`config.mk`:
```
export PLATFORM = sky130hd
export DESIGN_NAME = extended_axis_packet_merger_flat
export DESIGN_NICKNAME = d
export VERILOG_FILES = /design/src/rtl/extended_axis_packet_merger_if.sv /design/src/rtl/extended_axis_packet_merger.sv /design/src/flat_wrapper.sv
export SDC_FILE = /design/constraint.sdc
export NUM_CORES = 1
export LEC_CHECK = 0
export CAP_MARGIN = 20
export CELL_PAD_IN_SITES_DETAIL_PLACEMENT = 0
export CELL_PAD_IN_SITES_GLOBAL_PLACEMENT = 1
export CORE_ASPECT_RATIO = 1.75
export CORE_MARGIN = 2
export CORE_UTILIZATION = 45
export DETAILED_ROUTE_END_ITERATION = 8
export PLACE_DENSITY_LB_ADDON = 0.3
export SYNTH_ARGS = -nofsm -noshare
export SYNTH_HDL_FRONTEND = slang
export SYNTH_SLANG_ARGS = --single-unit
```
`constraint.sdc`:
```
create_clock -name clk -period 8.3 [get_ports clk]
set_input_delay 1.66 -clock clk [delete_from_list [all_inputs] [get_ports clk]]
set_output_delay 1.66 -clock clk [all_outputs]
set_load 0.01 [all_outputs]
```
`src/rtl/extended_axis_packet_merger_if.sv`:
```
// Multi-channel AXI-Stream bundle; every field is a flat CHANNELS x width vector.
// master drives payload/valid/last, slave drives ready.
interface extended_axis_packet_merger_if #(
    parameter int CHANNELS   = 1,
    parameter int DATA_WIDTH = 16,
    parameter int KEEP_WIDTH = 2,
    parameter int ID_WIDTH   = 1,
    parameter int DEST_WIDTH = 1,
    parameter int USER_WIDTH = 1
);
    logic [CHANNELS*DATA_WIDTH-1:0] tdata;
    logic [CHANNELS*KEEP_WIDTH-1:0] tkeep;
    logic [CHANNELS-1:0]            tvalid;
    logic [CHANNELS-1:0]            tready;
    logic [CHANNELS-1:0]            tlast;
    logic [CHANNELS*ID_WIDTH-1:0]   tid;
    logic [CHANNELS*DEST_WIDTH-1:0] tdest;
    logic [CHANNELS*USER_WIDTH-1:0] tuser;

    modport master (output tdata, tkeep, tvalid, tlast, tid, tdest, tuser, input tready);
    modport slave  (input tdata, tkeep, tvalid, tlast, tid, tdest, tuser, output tready);
endinterface

```
`src/rtl/extended_axis_packet_merger.sv`:
```
// Concatenates packet_count fixed-size packets per channel into one frame, regenerating tlast.
// Optional tlast length checking: define EXTENDED_AXIS_PACKET_MERGER_LENGTH_CHECK_EN.
module extended_axis_packet_merger #(
    parameter int CHANNELS    = 1,
    parameter int DATA_WIDTH  = 16,
    parameter int KEEP_ENABLE = (DATA_WIDTH > 8) ? 1 : 0,
    parameter int KEEP_WIDTH  = (KEEP_ENABLE != 0) ? (DATA_WIDTH + 7) / 8 : 1,
    parameter int ID_ENABLE   = 0,
    parameter int ID_WIDTH    = (ID_ENABLE != 0) ? 8 : 1,
    parameter int DEST_ENABLE = 0,
    parameter int DEST_WIDTH  = (DEST_ENABLE != 0) ? 8 : 1,
    parameter int USER_ENABLE = 0,
    parameter int USER_WIDTH  = (USER_ENABLE != 0) ? 8 : 1,
    parameter int PCKT_WIDTH  = 32,
    parameter int CNT_WIDTH   = 16
) (
    input  logic                  clk,
    input  logic                  rst,
    input  logic                  operation_start,
    input  logic [PCKT_WIDTH-1:0] packet_size,
    input  logic [CNT_WIDTH-1:0]  packet_count,
    input  logic                  external_error,
    output logic                  operation_busy,
    output logic                  operation_complete,
    output logic                  operation_error,
    output logic [1:0]            state_dbg,
    extended_axis_packet_merger_if.slave  s_axis,
    extended_axis_packet_merger_if.master m_axis
);
    // Handshake: a beat moves on channel ch when tvalid[ch] & tready[ch] are both high at
    // posedge clk; valid never waits on ready, and both are gated off outside an active frame.

    typedef enum logic [1:0] {
        ST_IDLE  = 2'd0,
        ST_RUN   = 2'd1,
        ST_DONE  = 2'd2,
        ST_ERROR = 2'd3
    } state_t;

    state_t state, state_next;

    logic [PCKT_WIDTH-1:0] size_q;
    logic [CNT_WIDTH-1:0]  count_q;
    logic [PCKT_WIDTH-1:0] beat_cnt [CHANNELS];
    logic [CNT_WIDTH-1:0]  pkt_cnt  [CHANNELS];
    logic [CHANNELS-1:0]   done;

    logic                  params_bad;
    logic                  start_take;
    logic [CHANNELS-1:0]   chan_active;
    logic [CHANNELS-1:0]   hs;
    logic [CHANNELS-1:0]   last_beat;
    logic [CHANNELS-1:0]   final_beat;
    logic [CHANNELS-1:0]   tlast_force;
    logic [CHANNELS-1:0]   len_err;

    assign params_bad = (packet_size == '0) || (packet_count == '0);
    assign start_take = operation_start && (state != ST_RUN) && !params_bad;
    assign state_dbg  = state;

    // Per-channel frame position decode and handshake detection.
    always_comb begin : chan_decode
        chan_active = '0;
        hs          = '0;
        last_beat   = '0;
        final_beat  = '0;
        tlast_force = '0;
        len_err     = '0;
        for (int ch = 0; ch < CHANNELS; ch++) begin
            chan_active[ch] = (state == ST_RUN) && !done[ch];
            hs[ch]          = s_axis.tvalid[ch] && m_axis.tready[ch] && chan_active[ch];
            last_beat[ch]   = (beat_cnt[ch] == size_q - PCKT_WIDTH'(1));
            final_beat[ch]  = last_beat[ch] && (pkt_cnt[ch] == count_q - CNT_WIDTH'(1));
`ifdef EXTENDED_AXIS_PACKET_MERGER_LENGTH_CHECK_EN
            // A misplaced input tlast closes the output frame early and aborts the run.
            tlast_force[ch] = (s_axis.tlast[ch] != last_beat[ch]);
            len_err[ch]     = hs[ch] && tlast_force[ch];
`endif
        end
    end

`ifndef EXTENDED_AXIS_PACKET_MERGER_LENGTH_CHECK_EN
    logic tlast_unused;
    assign tlast_unused = ^s_axis.tlast;
`endif

    always_ff @(posedge clk) begin : state_reg
        if (rst) begin
            state <= ST_IDLE;
        end else begin
            state <= state_next;
        end
    end

    always_comb begin : next_state_logic
        state_next = state;
        case (state)
            ST_IDLE, ST_DONE, ST_ERROR: begin
                if (operation_start) begin
                    state_next = params_bad ? ST_ERROR : ST_RUN;
                end
            end
            ST_RUN: begin
                // Abort outranks completion; the final beat still transfers this cycle.
                if (external_error || (|len_err)) begin
                    state_next = ST_ERROR;
                end else if (&(done | (hs & final_beat))) begin
                    state_next = ST_DONE;
                end
            end
            default: state_next = ST_IDLE;
        endcase
    end

    always_comb begin : output_logic
        operation_busy     = (state == ST_RUN);
        operation_complete = (state == ST_DONE);
        operation_error    = (state == ST_ERROR);
        s_axis.tready      = '0;
        m_axis.tvalid      = '0;
        m_axis.tlast       = '0;
        for (int ch = 0; ch < CHANNELS; ch++) begin
            s_axis.tready[ch] = m_axis.tready[ch] && chan_active[ch];
            m_axis.tvalid[ch] = s_axis.tvalid[ch] && chan_active[ch];
            m_axis.tlast[ch]  = chan_active[ch] && (final_beat[ch] || tlast_force[ch]);
        end
        m_axis.tdata = s_axis.tdata;
        m_axis.tkeep = (KEEP_ENABLE != 0) ? s_axis.tkeep : '1;
        m_axis.tid   = (ID_ENABLE   != 0) ? s_axis.tid   : '0;
        m_axis.tdest = (DEST_ENABLE != 0) ? s_axis.tdest : '0;
        m_axis.tuser = (USER_ENABLE != 0) ? s_axis.tuser : '0;
    end

    always_ff @(posedge clk) begin : counters
        if (rst) begin
            size_q  <= '0;
            count_q <= '0;
            done    <= '0;
            for (int ch = 0; ch < CHANNELS; ch++) begin
                beat_cnt[ch] <= '0;
                pkt_cnt[ch]  <= '0;
            end
        end else if (start_take) begin
            size_q  <= packet_size;
            count_q <= packet_count;
            done    <= '0;
            for (int ch = 0; ch < CHANNELS; ch++) begin
                beat_cnt[ch] <= '0;
                pkt_cnt[ch]  <= '0;
            end
        end else begin
            for (int ch = 0; ch < CHANNELS; ch++) begin
                if (hs[ch]) begin
                    if (last_beat[ch]) begin
                        beat_cnt[ch] <= '0;
                        if (final_beat[ch]) begin
                            done[ch] <= 1'b1;
                        end else begin
                            pkt_cnt[ch] <= pkt_cnt[ch] + CNT_WIDTH'(1);
                        end
                    end else begin
                        beat_cnt[ch] <= beat_cnt[ch] + PCKT_WIDTH'(1);
                    end
                end
            end
        end
    end
endmodule

```
`src/flat_wrapper.sv`:
```
// flat-port wrapper written by rule: the top's interface ports become plain ports
module extended_axis_packet_merger_flat 
#(
    parameter int CHANNELS    = 1,
    parameter int DATA_WIDTH  = 16,
    parameter int KEEP_ENABLE = (DATA_WIDTH > 8) ? 1 : 0,
    parameter int KEEP_WIDTH  = (KEEP_ENABLE != 0) ? (DATA_WIDTH + 7) / 8 : 1,
    parameter int ID_ENABLE   = 0,
    parameter int ID_WIDTH    = (ID_ENABLE != 0) ? 8 : 1,
    parameter int DEST_ENABLE = 0,
    parameter int DEST_WIDTH  = (DEST_ENABLE != 0) ? 8 : 1,
    parameter int USER_ENABLE = 0,
    parameter int USER_WIDTH  = (USER_ENABLE != 0) ? 8 : 1,
    parameter int PCKT_WIDTH  = 32,
    parameter int CNT_WIDTH   = 16
)
  (clk, rst, operation_start, packet_size, packet_count, external_error, operation_busy, operation_complete, operation_error, state_dbg, s_axis_tdata, s_axis_tkeep, s_axis_tvalid, s_axis_tlast, s_axis_tid, s_axis_tdest, s_axis_tuser, s_axis_tready, m_axis_tdata, m_axis_tkeep, m_axis_tvalid, m_axis_tlast, m_axis_tid, m_axis_tdest, m_axis_tuser, m_axis_tready);
  extended_axis_packet_merger_if #(.CHANNELS(CHANNELS), .DATA_WIDTH(DATA_WIDTH), .KEEP_WIDTH(KEEP_WIDTH), .ID_WIDTH(ID_WIDTH), .DEST_WIDTH(DEST_WIDTH), .USER_WIDTH(USER_WIDTH)) s_axis_i ();
  extended_axis_packet_merger_if #(.CHANNELS(CHANNELS), .DATA_WIDTH(DATA_WIDTH), .KEEP_WIDTH(KEEP_WIDTH), .ID_WIDTH(ID_WIDTH), .DEST_WIDTH(DEST_WIDTH), .USER_WIDTH(USER_WIDTH)) m_axis_i ();
  input  logic clk;
  input  logic rst;
  input  logic operation_start;
  input  logic [PCKT_WIDTH-1:0] packet_size;
  input  logic [CNT_WIDTH-1:0] packet_count;
  input  logic external_error;
  output logic operation_busy;
  output logic operation_complete;
  output logic operation_error;
  output logic [1:0] state_dbg;
  input wire logic [$bits(s_axis_i.tdata)-1:0] s_axis_tdata;
  input wire logic [$bits(s_axis_i.tkeep)-1:0] s_axis_tkeep;
  input wire logic [$bits(s_axis_i.tvalid)-1:0] s_axis_tvalid;
  input wire logic [$bits(s_axis_i.tlast)-1:0] s_axis_tlast;
  input wire logic [$bits(s_axis_i.tid)-1:0] s_axis_tid;
  input wire logic [$bits(s_axis_i.tdest)-1:0] s_axis_tdest;
  input wire logic [$bits(s_axis_i.tuser)-1:0] s_axis_tuser;
  output wire logic [$bits(s_axis_i.tready)-1:0] s_axis_tready;
  output wire logic [$bits(m_axis_i.tdata)-1:0] m_axis_tdata;
  output wire logic [$bits(m_axis_i.tkeep)-1:0] m_axis_tkeep;
  output wire logic [$bits(m_axis_i.tvalid)-1:0] m_axis_tvalid;
  output wire logic [$bits(m_axis_i.tlast)-1:0] m_axis_tlast;
  output wire logic [$bits(m_axis_i.tid)-1:0] m_axis_tid;
  output wire logic [$bits(m_axis_i.tdest)-1:0] m_axis_tdest;
  output wire logic [$bits(m_axis_i.tuser)-1:0] m_axis_tuser;
  input wire logic [$bits(m_axis_i.tready)-1:0] m_axis_tready;
  assign s_axis_i.tdata = s_axis_tdata;
  assign s_axis_i.tkeep = s_axis_tkeep;
  assign s_axis_i.tvalid = s_axis_tvalid;
  assign s_axis_i.tlast = s_axis_tlast;
  assign s_axis_i.tid = s_axis_tid;
  assign s_axis_i.tdest = s_axis_tdest;
  assign s_axis_i.tuser = s_axis_tuser;
  assign s_axis_tready = s_axis_i.tready;
  assign m_axis_tdata = m_axis_i.tdata;
  assign m_axis_tkeep = m_axis_i.tkeep;
  assign m_axis_tvalid = m_axis_i.tvalid;
  assign m_axis_tlast = m_axis_i.tlast;
  assign m_axis_tid = m_axis_i.tid;
  assign m_axis_tdest = m_axis_i.tdest;
  assign m_axis_tuser = m_axis_i.tuser;
  assign m_axis_i.tready = m_axis_tready;
  extended_axis_packet_merger #(.CHANNELS(CHANNELS), .DATA_WIDTH(DATA_WIDTH), .KEEP_ENABLE(KEEP_ENABLE), .KEEP_WIDTH(KEEP_WIDTH), .ID_ENABLE(ID_ENABLE), .ID_WIDTH(ID_WIDTH), .DEST_ENABLE(DEST_ENABLE), .DEST_WIDTH(DEST_WIDTH), .USER_ENABLE(USER_ENABLE), .USER_WIDTH(USER_WIDTH), .PCKT_WIDTH(PCKT_WIDTH), .CNT_WIDTH(CNT_WIDTH)) u_core (.clk(clk), .rst(rst), .operation_start(operation_start), .packet_size(packet_size), .packet_count(packet_count), .external_error(external_error), .operation_busy(operation_busy), .operation_complete(operation_complete), .operation_error(operation_error), .state_dbg(state_dbg), .s_axis(s_axis_i), .m_axis(m_axis_i));
endmodule
```
==> run metrics <==
DR WL/cell=19.43 um; hold depth=1; Post-Syn Area per Cell=9.185 sq um; maxcap violations=0; Slew @ Worst Pin=0.9723 ns; Seq/Total Area, Yosys=37.49%; number of CTS-inserted buffers=9; # setup viols final=0; drt total wl=17.92 mm; DP HPWL=13.89 mm; Root Driver=clkbuf_16; Post-CTS Resized=0; Final Slew Violations=0; hold slack=0.5040 ns; Leak=2.713 nW; crit-path max cell delay=0.78 ns; Worst R2R Start=u_core.size_q[8]; synth top area cells=edfxtp_1 (22%), dfxtp_1 (16%), xnor2_1 (8.9%); commonest non-fill, non-tap cell in the layout=nor2_1; Final TNS setup=0 ns; post-synthesis register bit count=99; clock transition at the registers of the reported paths=0.07 ns; gpl congestion=0.9317; Setup Skew=0.01014 ns; Synth async-reset ratio=0%; Area growth syn-to-layout=13.26%; worst reg2reg path depth=9; Skew-Pair Late Insertion Delay=0.35 ns; worst-path cell chain=nor4_1, nand4_1, nor4b_1, xnor2_1, o211ai_1, nor4_2, and4_1, clkdlybuf4s50_1; die height=163.8 um; peak supply drop=0.1297 mV; share of cells above drive strength 1=6.334%; pwr/cell area=180.6 mW/mm^2; Synth area leader=edfxtp_1; Critical Path RT=6.64 ns; Max Root-Sink Buffers=2; slowest CP cell=nor4_1; HP Start=u_core.done; TritonRoute pass-1 iters=4; CP startpoint=u_core.size_q[8]; RSZ-0062 raised after global routing=no; DRC Markers=0; die area=0.01561 sq mm; chip width=95.32 um; Worst Hold Class=flop to flop; PnR Total Power=1.344 mW; Top FF cell, synth=dfxtp_1; Sink Count=99; Mapped Cells=715; drt initial violations=299; via-per-instance ratio=5.742; Synth Cell Area=0.006568 sq mm; Yosys Warn Count=0; row count=58; Antenna diodes=0; CTS tree=done; Final WS setup=2.656 ns; # IOs=105; # hold bufs at CTS=0; Nets=817; Synth cell types=70; vias=5294; Core Area=0.01430 sq mm; Max-slew headroom=34.68%; GRT Resource Usage Total=23.70%; status=finished, final reports clean; DP Worst Slack=2.900 ns; most frequent cells in the layout=nor2_1 (93), xnor2_1 (67), clkdlybuf4s50_1 (60), mux2i_1 (52), dfxtp_1 (51); final core utilization=52.03%; Fmax achieved=0.1772 GHz; number of global-route vias before repair=5469; GRT Residual Overflow=0; CTS HTree Levels=3; initial antenna violation count=0; Critical Path Sink Type=output pin; crit path max fanout=7; largest net degree at the start of global routing=52; Setup crit start kind=flop; final cycle utilization of the critical path=68.00%; Critical Path AT=3.98 ns; RR Endpoint=u_core.pkt_cnt[0][3]; PortBufs=61; post-route ant nets=0; critical path class=flop to output pin; first-pass GRT wire length=28.12 mm; Reg2Reg Setup Slack=4.16 ns; Post-synth EDFFs=48; Tmin final=5.644 ns; Post-CTS Setup Bufs=0; Hold Violations, Final=0; Initial Util=45.94%; hold endpoint=u_core.state_dbg[0]; area fraction of the dominant cell type after synthesis=21.95%
report_power, final:
part	total [mW]	internal [mW]	switching (mW)
combinational	0.279	0.132	0.147
sequential	0.595	0.543	0.0519
clock	0.470	0.267	0.203
total	1.34	0.942	0.401
worst max-delay path: cells and delay by family, from the launching register on:
kind,cells,cell delay [ns]
AOI/OAI and AO/OA,1,0.14
xor gates and xnor gates,1,0.21
buffers and inverters,1,0.54
DFF,1,0.37
and+or+nand+nor,5,2.37
sequential cells by signal, summed over array words and instances (netlist names):
name and count:
u_core.count_q 16, u_core.beat_cnt 32, u_core.size_q 32, u_core.done 1, u_core.state_dbg 2, u_core.pkt_cnt 16
through the flow:
stage	cell area [sq um]	std cells
global placement	7109	905
global route	7438	922
CTS	7438	922
finish	7438	922
detailed placement	7114	906
floorplan	6575	717
cell families (layout without fill, tap and decap cells):
group                    count (synthesis)  after routing  synth area share (%)
XOR/XNOR                               115            115                 15.34
AO/OA/AOI/OAI                           43             43                 4.915
AND/OR/NAND/NOR                        330            330                 27.62
multiplexers                            52             52                 7.925
adder cells (fa/ha/maj)                  4              4                0.7621
buffers and inverters                   71             96                 5.887
flip-flops                              99             99                 37.49
other                                    1              3               0.05710
layout make-up:
cell class,count,area [sq um]
multi-input combinational,547,3726
tap,180,225.2
clock inverter,7,98.84
inverter,12,45.04
timing repair buffer,68,655.6
fill,1361,6858
sequential,99,2462
clock buffer,9,225.2
cell usage after synthesis, types with 6 or more instances:
library cell and count:
xnor2_1 67, buf_4 21, nor4_1 29, clkbuf_1 28, inv_1 12, xor2_1 48
nor2_4 7, and4_1 6, edfxtp_1 48, nand4_1 20, nor2_1 93, or4_1 6
and3_1 9, nand2_1 30, a21oi_1 6, mux2i_1 52, nor3_1 50, nand3_1 32
dfxtp_1 51
worst max path at each step:
stage / depth (start not counted) / to / slack, ns
2_1_floorplan: 9 / m_axis_tlast / 4.02
3_3_place_gp: 10 / u_core.pkt_cnt[0][0] / 2.99
3_5_place_dp: 10 / u_core.pkt_cnt[0][1] / 2.90
4_1_cts: 8 / m_axis_tlast / 2.67
5_1_grt: 8 / m_axis_tlast / 2.31
6_report: 8 / m_axis_tlast / 2.66
metal layers:
metal	routed length [um]	vias to the layer above	share of wire [%]	global-route usage (%)
met5	0	-	0	0
met4	914	0	5.1	11.26
met3	714	41	4.0	4.266
met2	9874	121	55	45.52
met1	6416	2545	36	23.66
li1	-	2587	-	-
(Power assumes the default switching activity.)
